$ cat src/rtl/kbd_pkg.sv
// kbd_pkg: shared state encoding and data width for the keyboard FIFO arbiter
package kbd_pkg;
  localparam int KBD_DW = 8;
  typedef enum logic [2:0] {IDLE, ISSUE, CAPTURE, RESP, FLUSH, WAIT} kbd_state_t;
endpackage

$ cat src/rtl/rr_pick.sv
// rr_pick: combinational round-robin pick, first set req bit at or after ptr (wrapping)
// Ports: req (request vector), ptr (priority pointer), gnt (one-hot grant, 0 if no req), idx (granted index)
module rr_pick #(
  parameter int NREQ = 2,
  parameter int IW = $clog2(NREQ)
) (
  input  logic [NREQ-1:0] req,
  input  logic [IW-1:0]   ptr,
  output logic [NREQ-1:0] gnt,
  output logic [IW-1:0]   idx
);
  logic [NREQ-1:0] rot;
  logic [IW-1:0] off;
  logic [IW:0] sum;
  always_comb begin
    rot = NREQ'({req, req} >> ptr);
    off = '0;
    for (int i = NREQ - 1; i >= 0; i--) if (rot[IW'(i)]) off = IW'(i);
    sum = {1'b0, ptr} + {1'b0, off};
    idx = sum >= (IW+1)'(NREQ) ? IW'(sum - (IW+1)'(NREQ)) : sum[IW-1:0];
    gnt = |req ? NREQ'(1) << idx : '0;
  end
endmodule

$ cat src/rtl/kbd_fifo_arbiter.sv
// kbd_fifo_arbiter: round-robin sharing of the keyboard FIFO read port with flush sequencing
// Ports: clk, rst_n (async active-low), req/ack (per-requester level request / one-cycle ack),
//   rsp_data (read result, 0 = empty), flush (clear request), fifo_rden/fifo_rst/fifo_data (FIFO side), busy.
// Option: define KBD_ARB_BLOCK_EN to re-poll an empty FIFO every POLL_GAP cycles instead of acking 0.
module kbd_fifo_arbiter
  import kbd_pkg::*;
#(
  parameter int NREQ = 2,
  parameter int DW = KBD_DW,
  parameter int POLL_GAP = 16
) (
  input  logic            clk,
  input  logic            rst_n,
  input  logic [NREQ-1:0] req,
  output logic [NREQ-1:0] ack,
  output logic [DW-1:0]   rsp_data,
  input  logic            flush,
  output logic            fifo_rden,
  output logic            fifo_rst,
  input  logic [DW-1:0]   fifo_data,
  output logic            busy
);
  localparam int IW = $clog2(NREQ);
  kbd_state_t state;
  logic [IW-1:0] ptr, g, pick_idx;
  logic [NREQ-1:0] gnt, pick_gnt;
  logic pend;
`ifdef KBD_ARB_BLOCK_EN
  localparam int CW = $clog2(POLL_GAP + 1);
  logic [CW-1:0] cnt;
`endif
  rr_pick #(.NREQ(NREQ)) u_pick (.req(req), .ptr(ptr), .gnt(pick_gnt), .idx(pick_idx));
  assign busy = state != IDLE;
  always_ff @(posedge clk or negedge rst_n) begin
    if (!rst_n) begin
      state <= IDLE;
      ack <= '0;
      rsp_data <= '0;
      fifo_rden <= 1'b0;
      fifo_rst <= 1'b0;
      ptr <= '0;
      g <= '0;
      gnt <= '0;
      pend <= 1'b0;
`ifdef KBD_ARB_BLOCK_EN
      cnt <= '0;
`endif
    end else begin
      fifo_rden <= 1'b0;
      fifo_rst <= 1'b0;
      ack <= '0;
      // flushes outside IDLE wait here so the in-flight grant completes; repeats merge
      pend <= pend | flush;
      case (state)
        IDLE:
          if (flush || pend) begin
            state <= FLUSH;
            fifo_rst <= 1'b1;
            pend <= 1'b0;
          end else if (|req) begin
            state <= ISSUE;
            fifo_rden <= 1'b1;
            g <= pick_idx;
            gnt <= pick_gnt;
          end
        ISSUE: state <= CAPTURE;
`ifdef KBD_ARB_BLOCK_EN
        CAPTURE:
          if (fifo_data == '0) begin
            state <= WAIT;
            cnt <= '0;
          end else begin
            state <= RESP;
            rsp_data <= fifo_data;
            ack <= gnt;
          end
        WAIT:
          if (!req[g] || pend || flush) state <= IDLE;
          else if (cnt == CW'(POLL_GAP - 1)) begin
            state <= ISSUE;
            fifo_rden <= 1'b1;
          end else cnt <= cnt + 1'b1;
`else
        CAPTURE: begin
          state <= RESP;
          rsp_data <= fifo_data;
          ack <= gnt;
        end
`endif
        RESP: begin
          state <= IDLE;
          ptr <= g == IW'(NREQ - 1) ? '0 : g + 1'b1;
        end
        FLUSH: state <= IDLE;
        default: state <= IDLE;
      endcase
    end
  end
endmodule

$ cat config.mk
export PLATFORM = sky130hd
export DESIGN_NAME = kbd_fifo_arbiter
export DESIGN_NICKNAME = d
export VERILOG_FILES = /design/src/rtl/kbd_pkg.sv /design/src/rtl/rr_pick.sv /design/src/rtl/kbd_fifo_arbiter.sv
export SDC_FILE = /design/constraint.sdc
export NUM_CORES = 1
export LEC_CHECK = 0
export BUFFER_PORTS_ARGS = -buffer_cell sky130_fd_sc_hd__buf_2
export CAP_MARGIN = 20
export CORE_MARGIN = 2
export CORE_UTILIZATION = 32
export DETAILED_ROUTE_END_ITERATION = 7
export HOLD_SLACK_MARGIN = 0.05
export PLACE_DENSITY = 0.63
export SETUP_SLACK_MARGIN = 0.15
export SLEW_MARGIN = 15
export SYNTH_ARGS = -nofsm -noshare
export SYNTH_HDL_FRONTEND = slang
export SYNTH_HIERARCHICAL = 1
export SYNTH_SLANG_ARGS = --single-unit
$ cat constraint.sdc
create_clock -name clk -period 2.3 [get_ports clk]
set_input_delay 0 -clock clk [delete_from_list [all_inputs] [get_ports clk]]
set_output_delay 0 -clock clk [all_outputs]
set_load 0.02 [all_outputs]
### Word level (Yosys, flattened, before mapping)

Index checks and enable logic that the tools add are counted.

* register bits: 20
* bits of input ports: 13
* output and inout bits: 13
* word-level logic and storage cells: 40

* add/subtract/negate cells: 3
* magnitude comparators: 1
* equal/unequal tests: 4
* shifts and indexed selects: 2
* muxes and demuxes: 14
* bitwise logic cells: 2
* reduce and logical (&&, ||, !) cells: 5

Operators by type and width (count)
* 2-to-1 mux 1 bit: 10
* one-hot mux 3 bit (3 select lines): 1
* equality test 3 x 2 -> 1 bit (second input constant): 2
* 2-to-1 mux 3 bit: 2
* >> shifter 4 x 1 -> 1 bit: 1
* equality test 3 x 1 -> 1 bit (second input constant): 1
* zero test 3 bit: 1
* != test 3 bit (second input constant): 1
* AND reduction 3 bit: 1
* nonzero test 3 bit: 1
* adder 1 x 1 -> 2 bit: 1
* >= comparator 2 bit (second input constant): 1
* 2-to-1 mux 2 bit: 1
* OR reduction 2 bit: 1
* << shifter 1 x 1 -> 2 bit (first input constant): 1
* adder 1 bit (second input constant): 1
* logical OR 1 bit: 1
* inverter 1 bit: 1
* OR 1 bit: 1
* subtractor 1 bit (second input constant): 1

### Longest topological paths before layout

Gate-level depths: netlist (run 1).

* depth in word-level cells: 6
* mapped depth: 4
* gate-level depth less buffers: 3

### Modules after synthesis

Netlist (run 1), hierarchy kept.

Modules (own cells, without submodules)
* kbd_fifo_arbiter: times used 1, cells an instance 51, area an instance 747.0 µm², sequential area each 500.5 µm²
* rr_pick: times used 1, cells an instance 3, area an instance 25.0 µm², sequential area each 0.0 µm²

### Worst setup path before layout (run 1)

No wires, ideal clock.

* path type: reg-to-reg
* start: register state[1]
* end: register g
* library setup time: 125 ps
* data arrival time: 1575 ps
* data required time: 2175 ps
* slack: 600 ps
* cell stages (with the launch flop): 5
* buffers on the path: 1
* period minus slack after synthesis: 1700 ps
* cell sequence: dfrtp_1 or3_1 buf_2 nor4_4 mux2_2

* longest elaborated chain between the ends: 2

RTL lines
* start: declaration: line kbd_fifo_arbiter.sv:24 `kbd_state_t state;`
* start signal: assignment: line kbd_fifo_arbiter.sv:36 `state <= IDLE;`
* start signal: assignment: line kbd_fifo_arbiter.sv:57 `state <= FLUSH;`
* start signal: assignment: line kbd_fifo_arbiter.sv:61 `state <= ISSUE;`
* zero test 3 bit: line kbd_fifo_arbiter.sv:54 `case (state)`
* AND reduction 3 bit (no line)
* end signal: assignment: line kbd_fifo_arbiter.sv:63 `g <= pick_idx;`
* end: declaration: line kbd_fifo_arbiter.sv:25 `logic [IW-1:0] ptr, g, pick_idx;`

No other way between the ends.
A chain may end at the register's enable or synchronous reset.

### Worst setup path in the final report (run 1)

* start: register state[1]
* end: register gnt[0]

* longest elaborated chain between the ends: 2

RTL lines
* zero test 3 bit: line kbd_fifo_arbiter.sv:54
* AND reduction 3 bit (no line)
* end signal: assignment: line kbd_fifo_arbiter.sv:64 `gnt <= pick_gnt;`
* end: declaration: line kbd_fifo_arbiter.sv:26 `logic [NREQ-1:0] gnt, pick_gnt;`

No other way between the ends.

==> results of run 1 <==
layout make-up:
cell class              instances  area [um^2]  area share [%]
flip-flops and latches         20          500            46.8
well taps                      28         35.0            3.28
repair buffers                 35          225            21.1
multi-input cells              31          255            23.9
clock inverters                 1         30.0            2.81
clock buffers                   3         22.5            2.11
stage by stage:
stage | setup slack [ps] | power [mW] | hold WS [ps] | instance area, um^2 | util, %
2_1_floorplan | 600 | 1.03 | -296 | 772 | -
3_3_place_gp | 595 | 1.17 | -36.6 | 916 | 40.6
3_5_place_dp | 563 | 1.19 | -32.5 | 916 | 40.6
4_1_cts | 523 | 1.48 | 52.0 | 1070 | 47.4
5_1_grt | 448 | 1.57 | 65.9 | 1070 | 47.4
6_report | 540 | 1.46 | 61.7 | 1070 | 47.4
what timing repair did:
action,4_1_cts,5_1_grt
gates resized for setup,0,0
hold buffers,10,0
endpoints found under the hold margin,32,0
setup buffers,0,0
layout by cell type, fill, tap and decap left out:
cell type      synthesis  layout
and2_1                 1       1
and3_1                 2       2
buf_2                  1      25
bufinv_16              0       1
clkbuf_4               0       3
dfrtp_1               20      20
dlygate4sd3_1          0      10
mux2_2                11      11
nand2_1                1       1
nor2_1                 6       6
nor3_1                 1       1
nor4_4                 1       1
o21a_1                 3       3
o21ai_0                1       1
o21ba_1                1       1
o31ai_1                1       1
or3_1                  1       1
xnor2_1                1       1
registers in the layout, indices dropped and copies added, names as in the netlist:
name       flops
state          3
g              1
fifo_rst       1
ptr            1
ack            2
rsp_data       8
pend           1
fifo_rden      1
gnt            2
worst max-delay path by stage:
stage	start	to
2_1_floorplan	state[1]$_DFFE_PN0P_	g$_DFFE_PN0P_
3_3_place_gp	state[1]$_DFFE_PN0P_	gnt[1]$_DFFE_PN0P_
3_5_place_dp	state[1]$_DFFE_PN0P_	gnt[0]$_DFFE_PN0P_
4_1_cts	state[1]$_DFFE_PN0P_	gnt[0]$_DFFE_PN0P_
5_1_grt	state[1]$_DFFE_PN0P_	gnt[1]$_DFFE_PN0P_
6_report	state[1]$_DFFE_PN0P_	gnt[0]$_DFFE_PN0P_
logic make-up after synthesis:
kind of cell              Yosys count  share of synthesized area (%)
muxes                              11                           16.0
and+or+nand+nor                    13                           10.0
AOI/OAI and AO/OA                   6                           5.83
buffers and inverters               3                           2.11
xor gates and xnor gates            1                           1.13
DFF                                20                           64.8
power groups by stage:
stage	sequential, mW	clock (mW)	combinational [mW]
6_report	0.609	0.280	0.570
5_1_grt	0.632	0.309	0.626
4_1_cts	0.613	0.290	0.580
3_5_place_dp	0.619	0	0.568
3_3_place_gp	0.612	0	0.555
2_1_floorplan	0.721	0	0.307
per-layer routing:
metal  GRT usage (%)  vias to the layer above
li1                -                      261
met1            11.6                      245
met2            19.2                       23
met3            5.08                        5
met4            7.69                        0
met5               0                        -
tightest hold or removal path: stages:
cell and delay (ps):
buf_2 100, o21a_1 100, mux2_2 130
==> metrics.csv, run 1 <==
metric,value,unit
status,"complete, no violations",
period_minus_slack,1760,ps
core,2250,um^2
cp.required,2490,ps
worst-path-buf-inv,0,
critPathLaunchType,flop,
r2r-end,gnt[0]$_DFFE_PN0P_,
p_seq_share,41.7,%
async_flop_share,100,%
setup_viol,0,
sw_frac_of_total,34.5,%
dr.max_layer_used,met4,
cts_root_buffer,clkbuf_4,
synth_flop_cell,dfrtp_1,
avgSynthCellArea,14.3,um^2
dr_wl_met3,123,um
die_w,53.1,um
period_share,76.5,%
seq_area_frac_synth,64.8,%
grt_start_max_net_pins,21,
crit_cells,3,
crit_arrival,1950,ps
drtAntennaViolNets,0,
ys_ff_latch,20,
p_int,955,uW
h-tree-depth,1,
gp_congestion,0.687,
clkTransAtPathRegs,110,ps
dr_wl_met2,600,um
peakVddDrop,0.918,mV
synthCells,54,
syn_nets,67,
rows,17,
port_buffers,25,
nets,104,
grt_pass1_vias,533,
synthesis.area,772,um^2
fp.dieH,53.1,um
met1Wirelength,578,um
critPathSlowestCell,or3_1,
dpl.hpwl,970,um
wire_per_inst,11.3,um
cp_slowest_stage_delay,470,ps
die-area,2820,um^2
leakagePower,0.514,nW
start_util,34.2,%
finalHoldViolCount,0,
holdPathEnd,gnt[1]$_DFFE_PN0P_,
finalWirelength,1340,um
clk_latency,300,ps
crit_type,flop to flop,
finalSetupTns,0,ps
critPathTopFamily,simple AND/OR/NAND/NOR gates,
yosysMostFrequentCell,dfrtp_1,
drt_drc_violations_left,0,
cts_made_buffers,3,
antenna_found_initial,0,
r2r_cells,3,
max_slew_margin,71.3,%
holdCritStartpoint,req[0],
max_freq,0.568,GHz
viasPerCell,4.53,
p_per_area,1370,nW/um^2
combPwrFrac,39.0,%
cap_violations,0,
area_growth,38.4,%
nFillCells,204,
reg2reg_from,state[1]$_DFFE_PN0P_,
grt-ovfl-total,0,
num_io_pins,26,
drtIter0Drc,0,
netlist.top_cell.by_area,dfrtp_1,
grt.total_usage,11.5,%
synth_edf_count,0,
synth_top_area_share,64.8,%
synth_common_cells,"dfrtp_1 (20), mux2_2 (11), nor2_1 (6)",
r2r_setup_slack,540,ps
first_pass_iters,1,
synth_cell_types,17,
hold_path_class,primary input to flop,
rsz0062_at_grt,no,
antenna_cells,0,
cp_max_fo,7,
drv_slew,0,
p_switching,504,uW
final_layout_size_suffix_gt1_share,45.6,%
ys_warn_count,6,
worstPathCellList,"or3_1, nor4_4, mux2_2",
worst_slew_pin_slew,431,ps
dr_total_vias,534,
cts_tree,done,
layoutNonFillerInstCount,118,
synthTopCellsByArea,"dfrtp_1 (65%), mux2_2 (16%), nor2_1 (2.9%), o21a_1 (2.9%), nor4_4 (2.8%)",
place_inst,104,
cts_buffer_depth,2,
grt_pass1_wl,2170,um
fin_skew,7.00,ps
worstHoldPathCells,3,
cp-end-kind,flop,
clock-sinks,20,
clock_power_share,19.2,%
No activity file was read; power rests on OpenSTA's default activity.
==> run 2: changes to the inputs <==
Clock period 2.3 ns to 1.7 ns, I/O delays scaled along.
==> metrics.csv, run 2 (same netlist as run 1, synthesis figures left out) <==
metric,value,unit,change
post-route-util,50.5,%,+3.1 points
clock-sinks,20,,unchanged
final_cell_mix,"buf_2 (25), dfrtp_1 (20), dlygate4sd3_1 (10)",,
fp.dieH,53.1,um,unchanged
worstHoldPathCells,3,,unchanged
cp-end-kind,flop,,
drtAntennaViolNets,0,,unchanged
rows,17,,unchanged
period_minus_slack,1600,ps,-163 ps
worst_slew_pin_slew,425,ps,-5.27 ps
largest_reg_flops,8,,unchanged
leakagePower,0.559,nW,+8.9%
nets,111,,+6.7%
h-tree-depth,1,,unchanged
post_dp_cell_area,946,um^2,+3.3%
cts_buffer_depth,2,,unchanged
max_freq,0.626,GHz,+10%
finalHoldViolCount,0,,unchanged
antenna_cells,0,,unchanged
status,"complete, no violations",,
port_buffers,25,,unchanged
cts_root_buffer,clkbuf_4,,
period_share,94.0,%,+17 points
cap_violations,0,,unchanged
max_slew_margin,71.6,%,+0.35 points
place_inst,108,,+3.8%
num_io_pins,26,,unchanged
drv_slew,0,,unchanged
cp.required,1890,ps,-600 ps
grt_pass1_vias,509,,-4.5%
crit_type,flop to flop,,
grt_pass1_wl,2190,um,+0.97%
start_util,34.2,%,unchanged
setup_viol,0,,unchanged
dr_total_vias,545,,+2.1%
hold_path_class,primary input to flop,,
clkTransAtPathRegs,110,ps,about the same
top_register,rsp_data,,
grt.total_usage,11.0,%,-0.50 points
cts_tree,done,,
rsz0062_at_grt,yes,,
drtIter0Drc,1,,+1
critPathLaunchType,flop,,
final_common_cell,buf_2,,
finalWirelength,1360,um,+1.9%
dpl.hpwl,994,um,+2.5%
grt-ovfl-total,0,,unchanged
p_per_area,1870,nW/um^2,+37%
finalSetupTns,0,ps,unchanged
fin_skew,1.44,ps,-5.56 ps
final_layout_size_suffix_gt1_share,51.5,%,+6.0 points
layoutNonFillerInstCount,125,,+5.9%
clk_latency,290,ps,about the same
wire_per_inst,10.9,um,-3.8%
peakVddDrop,1.14,mV,+24%
cp_max_fo,2,,-5
crit_arrival,1790,ps,-160 ps
die-area,2820,um^2,unchanged
die_w,53.1,um,unchanged
gp_congestion,0.736,,+7.1%
grt_start_max_net_pins,21,,unchanged
finish.instance_area,1140,um^2,+6.6%
antenna_found_initial,0,,unchanged
cts_made_buffers,3,,unchanged
viasPerCell,4.36,,-3.7%
area_growth,47.5,%,
core,2250,um^2,unchanged
r2r_cells,4,,+1
first_pass_iters,2,,+1
drt_drc_violations_left,0,,unchanged
top_regs,"rsp_data (8), state (3)",,
run 2: changes by cell type in the layout (fill, tap and decap cells not counted):
cell	change
buf_4	+7
mux2_2	-3
mux2_4	+3
and2_1	-1
and2_2	+1
or3_1	-1
or3_4	+1
run 2: worst max-delay path, stage by stage (launching register included):
cell	delay, ps
dfrtp_1	390
or3_4	410
nor4_4	240
buf_4	170
mux2_4	290
run 2: area by class of cell:
type	instances	area [um^2]
clock inverter	1	30.0
clock buffer	3	22.5
fill	208	1120
tap	28	35.0
timing repair buffer	42	278
sequential	20	500
multi-input combinational	31	273
run 2: through the flow:
step	setup WS [ps]	hold WS (ps)	total power, mW
floorplan	14.1	-296	1.40
global placement	106	-36.3	1.66
detailed placement	89.9	-31.0	1.68
CTS	76.7	60.7	2.15
global route	40.2	68.9	2.28
finish	103	66.0	2.13
run 2: where the power goes:
part           switching (mW)  total (mW)  internal [mW]
Combinational           0.448       0.941          0.494
Sequential              0.122       0.813          0.692
Clock                   0.141       0.380          0.238
run 2: what timing repair did:
item	CTS	global route
buffers inserted	2	1
resized for setup	4	1
pin swaps	1	1
endpoints found under the hold margin	32	0
hold buffers	10	0
endpoints found under the setup margin	3	11
run 2: worst paths after layout:
kind / startpoint / endpoint / slack (ps)
worst max-delay path: state[2]$_DFFE_PN0P_ / gnt[0]$_DFFE_PN0P_ / 100
max in group asynchronous: rst_n / rsp_data[6]$_DFFE_PN0N_ / 1250
worst max register to register: state[2]$_DFFE_PN0P_ / gnt[0]$_DFFE_PN0P_ / 100
worst min-delay path: req[0] / gnt[1]$_DFFE_PN0P_ / 70
worst min register to register: g$_DFFE_PN0P_ / ptr$_DFFE_PN0N_ / 480
min in group asynchronous: rst_n / rsp_data[3]$_DFFE_PN0N_ / 160
run 2: layer usage:
| metal | global-route usage, % | vias to the layer above | part of all wire (%) |
|---|---|---|---|
| li1 | - | 271 | - |
| met1 | 12.4 | 249 | 47 |
| met2 | 19.0 | 25 | 44 |
| met3 | 5.08 | 0 | 9.0 |
| met4 | 2.56 | 0 | 0 |
| met5 | 0 | - | 0 |
==> run 3: changes to the inputs <==
Settings changed: PLACE_DENSITY 0.63 to 0.65.
Clock period 1.7 ns to 1.4 ns, I/O delays scaled along.
==> metrics.csv, run 3 (same netlist as run 1, synthesis figures left out) <==
metric,value,unit,change
status,"finished, violations left",,
violations,setup timing,,
holdPathEnd,gnt[1]$_DFFE_PN0P_,,
worst_slack,-146,ps,-249 ps
post_dp_cell_area,973,um^2,+2.9%
rows,17,,unchanged
worstHoldPathCells,3,,unchanged
final_cell_mix,"buf_2 (24), dfrtp_1 (20), mux2_4 (11)",,
cts_root_buffer,clkbuf_4,,
post-route-util,55.4,%,+4.9 points
finalWirelength,1650,um,+21%
wire_per_inst,12.9,um,+18%
leakagePower,0.616,nW,+10%
fp.dieH,53.1,um,unchanged
core,2250,um^2,unchanged
clock-sinks,20,,unchanged
nets,114,,+2.7%
h-tree-depth,1,,unchanged
max_slew_margin,71.4,%,-0.28 points
worst_slew_pin_slew,430,ps,+4.25 ps
cts_tree,done,,
clk_latency,300,ps,about the same
top_regs,"rsp_data (8), state (3)",,
grt.total_usage,13.8,%,+2.8 points
cp-end-kind,flop,,
setup_viol,9,,+9
grt_pass1_vias,597,,+17%
drtAntennaViolNets,0,,unchanged
cts_buffer_depth,2,,unchanged
p_per_area,2420,nW/um^2,+29%
dpl.hpwl,1060,um,+6.7%
drtIter0Drc,1,,unchanged
drv_slew,0,,unchanged
period_share,110,%,+16 points
num_io_pins,26,,unchanged
cap_violations,0,,unchanged
r2r_cells,4,,unchanged
r2r_setup_slack,-150,ps,-250 ps
antenna_cells,0,,unchanged
cp.required,1600,ps,-290 ps
final_common_cell,buf_2,,
die_w,53.1,um,unchanged
largest_reg_flops,8,,unchanged
nFillCells,199,,-4.3%
holdCritStartpoint,req[0],,
port_buffers,25,,unchanged
fin_skew,5.99,ps,+4.55 ps
timing.hold.ws,63.5,ps,-2.57 ps
peakVddDrop,1.28,mV,+12%
reg2reg_from,state[1]$_DFFE_PN0P_,,
finish.instance_area,1250,um^2,+9.7%
crit_type,flop to flop,,
finalHoldViolCount,0,,unchanged
crit_arrival,1750,ps,-40 ps
final_layout_size_suffix_gt1_share,56.0,%,+4.5 points
grt-ovfl-total,0,,unchanged
viasPerCell,4.55,,+4.5%
gp_congestion,0.695,,-5.6%
period_minus_slack,1550,ps,-51.0 ps
dr_total_vias,583,,+7.0%
r2r-end,gnt[0]$_DFFE_PN0P_,,
grt_start_max_net_pins,21,,unchanged
start_util,34.2,%,unchanged
area_growth,61.8,%,
grt_pass1_wl,2630,um,+20%
drt_drc_violations_left,0,,unchanged
cts_made_buffers,3,,unchanged
critPathLaunchType,flop,,
antenna_found_initial,0,,unchanged
max_freq,0.647,GHz,+3.3%
finalSetupTns,-566,ps,-566 ps
first_pass_iters,3,,+1
die-area,2820,um^2,unchanged
cp_max_fo,4,,+2
clkTransAtPathRegs,110,ps,about the same
top_register,rsp_data,,
rsz0062_at_grt,yes,,
hold_path_class,primary input to flop,,
-- run 3: changes by cell type in the layout (fill, tap and decap cells not counted) --
cell | before | now
nor2_4 | 0 | 3
and2_4 | 0 | 1
buf_12 | 0 | 1
buf_4 | 7 | 5
buf_6 | 0 | 5
and2_2 | 1 | 0
mux2_4 | 3 | 11
buf_2 | 25 | 24
nor2_1 | 6 | 3
mux2_2 | 8 | 0
-- run 3: layer usage --
layer | wire length [um] | global-route usage (%) | vias up
met5 | 0 | 0 | -
met4 | 35 | 8.97 | 0
met3 | 111 | 2.54 | 4
met2 | 798 | 23.3 | 22
met1 | 704 | 15.8 | 280
li1 | - | - | 277
-- run 3: critical path, stage by stage (launching register included) --
cell and delay, ps:
dfrtp_1 410, or3_4 420, nor4_4 130, buf_4 180, mux2_4 300
-- run 3: area by class of cell --
class	instances	area, um^2	share of cell area [%]
repair buffers	45	334	26.8
clock inverters	1	30.0	2.40
multi-input cells	31	327	26.2
well taps	28	35.0	2.81
clock buffers	3	22.5	1.80
flip-flops and latches	20	500	40.1
-- run 3: how the worst max path moves through the flow --
stage | startpoint | end | slack (ps)
finish | state[1]$_DFFE_PN0P_ | gnt[0]$_DFFE_PN0P_ | -150
global route | state[1]$_DFFE_PN0P_ | gnt[1]$_DFFE_PN0P_ | -180
CTS | state[0]$_DFFE_PN0P_ | gnt[0]$_DFFE_PN0P_ | -220
detailed placement | state[2]$_DFFE_PN0P_ | gnt[0]$_DFFE_PN0P_ | -260
global placement | state[2]$_DFFE_PN0P_ | gnt[0]$_DFFE_PN0P_ | -190
floorplan | state[1]$_DFFE_PN0P_ | g$_DFFE_PN0P_ | -280
-- run 3: power by group --
group | switching [mW] | leakage, nW | internal (mW) | total (mW)
clock | 0.180 | 0.0279 | 0.289 | 0.469
sequential | 0.150 | 0.247 | 0.840 | 0.990
combinational | 0.684 | 0.341 | 0.883 | 1.57
-- run 3: timing repair --
item | in CTS | in global routing
setup buffers | 4 | 0
resized for setup | 19 | 6
hold endpoints to repair | 31 | 0
setup endpoints to repair | 13 | 16
pin swaps | 4 | 2
hold buffers | 10 | 0
-- run 3: stage by stage --
stage	cells	setup WS [ps]	power, mW
2_1_floorplan	54	-276	1.73
6_report	128	-146	3.03
3_3_place_gp	110	-189	2.09
3_5_place_dp	110	-258	2.13
4_1_cts	128	-224	2.96
5_1_grt	128	-183	3.20
